==> config.mk <==
export PLATFORM = sky130hd
export DESIGN_NAME = down_counter_seq
export DESIGN_NICKNAME = d
export VERILOG_FILES = /design/src/rtl/down_counter_seq.sv
export SDC_FILE = /design/constraint.sdc
export NUM_CORES = 1
export LEC_CHECK = 0
export CAP_MARGIN = 10
export CORE_AREA = 4 4 41 43
export CTS_CLUSTER_SIZE = 24
export DETAILED_ROUTE_END_ITERATION = 7
export DIE_AREA = 0 0 45 47
export PLACE_DENSITY = 0.6
export SETUP_SLACK_MARGIN = 0.3
export SLEW_MARGIN = 20
export SYNTH_ARGS = -nofsm -noshare
export SYNTH_HDL_FRONTEND = slang
export SYNTH_SLANG_ARGS = --single-unit
==> constraint.sdc <==
create_clock -name clk -period 1.75 [get_ports clk]
set_input_delay 0.2625 -clock clk [delete_from_list [all_inputs] [get_ports clk]]
set_output_delay 0.2625 -clock clk [all_outputs]
set_load 0.03 [all_outputs]
==> src/rtl/down_counter_seq.sv <==
// rtl/down_counter_seq.sv - loadable down-counting index sequencer (start..0 over valid/ready)
// Optional auto-reload mode selected by macro DCNT_RELOAD_EN.
module down_counter_seq #(
    parameter int N = 4
) (
    input  logic         clk,
    input  logic         rst,
    input  logic         ld,
    input  logic [N-1:0] d,
    input  logic         ready,
    input  logic         abort,
    output logic [N-1:0] q,
    output logic         valid,
    output logic         last,
    output logic         done,
    output logic         busy
);

    typedef enum logic [1:0] {
        S_IDLE = 2'd0,
        S_RUN  = 2'd1,
        S_DONE = 2'd2
    } state_t;

    state_t       r_state;
    logic [N-1:0] r_q;
    logic         w_beat;
    logic         w_at_zero;

`ifdef DCNT_RELOAD_EN
    logic [N-1:0] r_start;
    logic         r_done;
`endif

    assign w_beat    = (r_state == S_RUN) && ready;
    assign w_at_zero = (r_q == '0);

    always_ff @(posedge clk) begin
        if (rst) begin
            r_state <= S_IDLE;
            r_q     <= '0;
`ifdef DCNT_RELOAD_EN
            r_start <= '0;
            r_done  <= 1'b0;
`endif
        end else begin
`ifdef DCNT_RELOAD_EN
            r_done <= 1'b0;
`endif
            case (r_state)
                S_IDLE: begin
                    if (ld) begin
                        r_q     <= d;
`ifdef DCNT_RELOAD_EN
                        r_start <= d;
`endif
                        r_state <= S_RUN;
                    end
                end
                S_RUN: begin
                    // abort beats a simultaneous handshake; that beat is dropped
                    if (abort) begin
                        r_state <= S_IDLE;
                    end else if (w_beat) begin
                        if (!w_at_zero) begin
                            r_q <= r_q - N'(1);
                        end else begin
`ifdef DCNT_RELOAD_EN
                            r_q    <= r_start;
                            r_done <= 1'b1;
`else
                            r_state <= S_DONE;
`endif
                        end
                    end
                end
                S_DONE: begin
                    r_state <= S_IDLE;
                end
                default: begin
                    r_state <= S_IDLE;
                end
            endcase
        end
    end

    assign q     = r_q;
    assign valid = (r_state == S_RUN);
    assign last  = valid && w_at_zero;
    assign busy  = (r_state != S_IDLE);
`ifdef DCNT_RELOAD_EN
    assign done  = r_done;
`else
    assign done  = (r_state == S_DONE);
`endif

endmodule
=== After elaboration in Yosys (flattened, before gate mapping) ===
Index checks and enable logic that the tools add are counted.

* Mux-type cells: 10
* Reduce and logical (&&, ||, !) cells: 8
* Add/subtract/negate cells: 1
* Eq/ne operators: 8

{| class="wikitable"
|+ Operators with widths
! kind !! count
|-
| two-way mux 4 bit || 4
|-
| two-way mux 2 bit || 4
|-
| case mux 4 bit (2 select lines) || 1
|-
| != test 2 bit, second input constant || 3
|-
| != test 3 x 2 -> 1 bit, second input constant || 2
|-
| AND reduction 5 bit || 1
|-
| zero test 4 bit || 1
|-
| case mux 2 bit (2 select lines) || 1
|-
| nonzero test 2 bit || 2
|-
| subtractor 4 x 1 -> 4 bit, second input constant || 1
|-
| AND reduction 3 bit || 1
|-
| == test 2 x 1 -> 1 bit, second input constant || 1
|-
| == test 2 bit, second input constant || 1
|-
| logical AND 1 bit || 2
|-
| zero test 2 bit || 1
|-
| != test 2 x 1 -> 1 bit, second input constant || 1
|}

* Bits of input ports: 9
* Output and inout bits: 8
* Flip-flop bits (word level): 6

=== Longest topological paths before layout ===
* Depth after elaboration: 5
* Mapped depth: 5
* Mapped depth without buffers: 5

=== Worst setup path before layout ===
No wires, ideal clock.

* Kind: reg2out
* Start point: reg r_q[0] (netlist: q[0])
* End point: out last
* Cell stages (with the launch flop): 5
* Data required time: 1.487 ns
* Slack: -0.024 ns
* Buffers on the path: 0
* Arrival time: 1.512 ns
* Path through: dfxtp_1 inv_1 ha_1 or3b_1 nor2_1

* Cells in the longest elaborated chain, start to end: 2

{| class="wikitable"
|+ Ends and longest elaborated chain
! item !! RTL line !! source
|-
| from (decl) || 26 || <nowiki>logic [N-1:0] r_q;</nowiki>
|-
| from (signal assigned) || 66 || <nowiki>r_q <= r_q - N'(1);</nowiki>
|-
| zero test 4 bit || 36 || <nowiki>assign w_at_zero = (r_q == '0);</nowiki>
|-
| logical AND 1 bit || 89 || <nowiki>assign last = valid && w_at_zero;</nowiki>
|-
| to (decl) || 14 || <nowiki>output logic last,</nowiki>
|}

No other way between the ends.

=== Final worst setup path ===
* Start point: reg r_q[0] (netlist: q[0])
* End point: reg r_q[2] (netlist: q[2])

* Cells in the longest elaborated chain, start to end: 5

{| class="wikitable"
|+ Ends and longest elaborated chain
! item !! RTL line !! source
|-
| subtractor 4 x 1 -> 4 bit || 66 ||
|-
| two-way mux 4 bit || 65 || <nowiki>if (!w_at_zero) begin</nowiki>
|-
| two-way mux 4 bit || 64 || <nowiki>end else if (w_beat) begin</nowiki>
|-
| two-way mux 4 bit || 62 || <nowiki>if (abort) begin</nowiki>
|-
| case mux 4 bit (2 select lines) || 50 || <nowiki>case (r_state)</nowiki>
|}

Parallel ways exist; a longest one is shown, timed or not. The select of a mux whose other input is x is not followed.
A chain may end at the register's enable or synchronous reset.

==> impl_summary.log <==
[metrics] core region area: roughly 1300 sq um
[metrics] final-report setup violation count: 0
[metrics] category of the most critical setup path: reg2reg
[metrics] DIE WIDTH: 45 microns
[metrics] total via count after detailed routing: 511
[metrics] power per cell area: ~700 nW/um^2
[metrics] internal power of the cells: roughly 0.36 mW
[metrics] number of buffer and inverter instances along the worst setup path: 3
[metrics] number of DRC violations after detailed routing: 0
[metrics] average detailed-routed wire length per instance: 14.21 microns
[metrics] status: finished, final reports clean
[metrics] largest stage delay on the critical path: 0.39 ns
[metrics] Worst path top cell family by delay: compound AO/OA/AOI/OAI gates
[metrics] slew at the pin with the worst max-slew slack: 0.3098 ns
[metrics] standard-cell row count: 13
[metrics] setup total negative slack: 0 ns
[metrics] Yosys cell types: 29
[metrics] initial core utilization: 32.21%
[metrics] category of the worst setup path launch point: register
[metrics] clock latency on the worst-skew pair: approximately 0.26 ns
[metrics] number of antenna cells inserted: 0
[metrics] Leak Pwr: 0.3535 nW
[metrics] # Max-Cap Violations: 0
[metrics] Yosys Warn Count: 0
[metrics] clock slew seen by the registers of the worst setup and hold paths: 0.06 ns
[metrics] number of flops mapped to enable cells by yosys: 0
[metrics] Die Outline Area: 2115 sq um
[metrics] top library cells by usage in the layout, fill and taps aside: buf_4 (11), clkdlybuf4s50_1 (6), buf_6 (5)
[metrics] post-synthesis sequential element count: 6
[metrics] FMAX: 600.2 MHz
[metrics] final number of max-transition violations: 0
[metrics] critical-path cell list: inv_4 -> ha_4 -> buf_4 -> buf_6 -> nor3b_2 -> a221o_1 -> o32ai_2
[metrics] number of DRC violations after detailed-routing iteration 0: 7
[metrics] slowest stage cell, crit path: a221o_1
[metrics] share of async-settable or async-resettable flops after synthesis: 0%
[metrics] Worst Hold Margin: 0.2435 ns
[metrics] cts hold-fix bufs: 0
[metrics] post-detailed-routing wire length: 1.364 mm
[metrics] Final Wtd Congestion: between 0.7 and 0.8
[metrics] number of antenna violations at the first check in global routing: 0
[metrics] sw frac: about a third
[metrics] most common library cell in the layout ignoring fill and taps: buf_4
[metrics] largest vdd supply drop: 0.3573 mV
[metrics] synthesized area: 419.2 sq um
[metrics] final hold violation count: 0
[metrics] detailed-routing iteration count for the pre-antenna-repair pass: 4
[metrics] largest net degree at the start of global routing: 11
[metrics] FILL cells: 134
[metrics] number of buffers created by CTS: 3
[metrics] Sinks on Clock Net: 6
[metrics] Period Utilization, post-route: 95.21%
[metrics] Buffers on Ports: 16
[metrics] path category of the worst min-delay check: in2reg
[metrics] worst path required time: approximately 1.9 ns
[metrics] setup repair after global routing missed its margin: true
[metrics] maximum clock path buffer count: 2
[metrics] Die H: ~47 microns
[metrics] Syn Area/Cell: 8.554 sq um
[metrics] CTS Root Cell: clkbuf_4
[metrics] via count of the first global-routing pass: about 460
[metrics] sequential fraction of the synthesis area: 28.66%
[metrics] Congestion Overflow GR: 0
[metrics] Clk pwr share: 27.0%
[metrics] via density per instance: 5.323
[metrics] number of ports placed on the die boundary: 17
[metrics] total half-perimeter wirelength after legalization and detailed placement: 841.5 microns
[metrics] proportion of layout cells with a drive suffix above 1: about 43%
[metrics] Clock Skews: 0.01047 ns
[metrics] TritonCTS clock tree: done
[metrics] nets in the synthesized netlist: 59
[metrics] Reg power frac: 29.9%
[metrics] Critical Path AT: about 1.8 ns
[metrics] Layout Nets: between 90 and 100
[metrics] capturing element type of the critical path: register
[metrics] Main synth FF type: dfxtp_1
[metrics] Max-slew headroom: 79.43%
[metrics] crit path max fanout: 3
[metrics] total global routing track utilization: between 10% and 20%
[metrics] P_sw: 0.1869 mW
[metrics] remaining antenna violation count after routing: 0
[metrics] CTS H-tree depth: 1
[metrics] final period demand of the worst path: 1.666 ns
[metrics] post-synthesis to final-layout area growth: 86.57%
[metrics] combinational power share: 43.1%
[metrics] Syn Inst Count: 49
[metrics] global-route wire length before repair: approximately 1.9 mm
[synth_stat cells (all sizes together), types with 2 or more instances]
| cell type | count | area [sq um] |
|---|---|---|
| clkbuf | 2 | 8.750 |
| dfxtp | 6 | 120.1 |
| or4b | 2 | 20.02 |
| nand3b | 3 | 22.52 |
| nand2 | 3 | 11.26 |
| mux2i | 2 | 20.02 |
| inv | 4 | 15.01 |
| nand2b | 2 | 12.51 |
| nor2 | 3 | 11.26 |
| a21oi | 3 | 15.01 |
| nor3b | 2 | 15.01 |
[power by group through the flow]
stage               registers (mW)  logic, mW  clock network (mW)
CTS                          0.162      0.204               0.149
detailed placement           0.166      0.192                   0
global route                 0.166      0.254               0.152
global placement             0.167      0.195                   0
finish                       0.164      0.237               0.148
floorplan                    0.180      0.109                   0
[layout make-up]
| class | count | area [sq um] | area share [%] |
|---|---|---|---|
| multi-input cells | 37 | 312.8 | 40.00 |
| flip-flops and latches | 6 | 132.6 | 16.96 |
| inverters | 4 | 17.52 | 2.240 |
| clock buffers | 4 | 26.28 | 3.360 |
| well taps | 15 | 18.77 | 2.400 |
| repair buffers | 30 | 274.0 | 35.04 |
[sequential cells by signal, indices dropped and copies added (netlist names)]
signal and flops:
r_state 2, q 4
[what timing repair did]
action / CTS / global route
endpoints found under the hold margin: 0 / 0
gates resized for setup: 13 / 11
pin swaps: 3 / 5
cloned: 0 / 0
setup endpoints to repair: 9 / 8
setup buffers: 4 / 7
[logic make-up after synthesis]
group | count (synthesis) | synth area share, %
adder cells (fa/ha/maj) | 1 | 2.985
buffers and inverters | 6 | 5.669
flip-flops | 6 | 28.66
AND/OR/NAND/NOR | 24 | 39.70
AO/OA/AOI/OAI | 10 | 18.21
multiplexers | 2 | 4.776
[stage by stage]
| stage | cell area, sq um | power, mW | utilization [%] | setup WS (ns) | instances |
|---|---|---|---|---|---|
| after CTS | 703.2 | 0.5154 | 54.04 | 0.08980 | 89 |
| final | 782.0 | 0.5486 | 60.10 | 0.08387 | 96 |
| after global routing | 782.0 | 0.5724 | 60.10 | 0.03731 | 96 |
| after global placement | 636.9 | 0.3613 | 48.94 | 0.1179 | 81 |
| after detailed placement | 636.9 | 0.3581 | 48.94 | 0.08752 | 81 |
| after floorplan | 449.2 | 0.2883 | - | 0.2686 | 49 |
[final timing paths]
path              startpoint          to  slack, ns  depth (start not counted)
setup / recovery        q[0]        q[2]       0.08                          7
hold / removal         abort  r_state[1]       0.24                          2
setup reg to reg        q[0]        q[2]       0.08                          7
hold reg to reg         q[2]        q[2]       0.62                          2
[metal layers]
metal | up-vias | global-route usage [%] | routed length [microns]
li1 | 250 | - | -
met1 | 231 | 15.91 | 585
met2 | 26 | 18.64 | 642
met3 | 4 | 2.682 | 109
met4 | 0 | 8.772 | 27
met5 | - | 0 | 0
No activity file was read; power rests on OpenSTA's default activity.
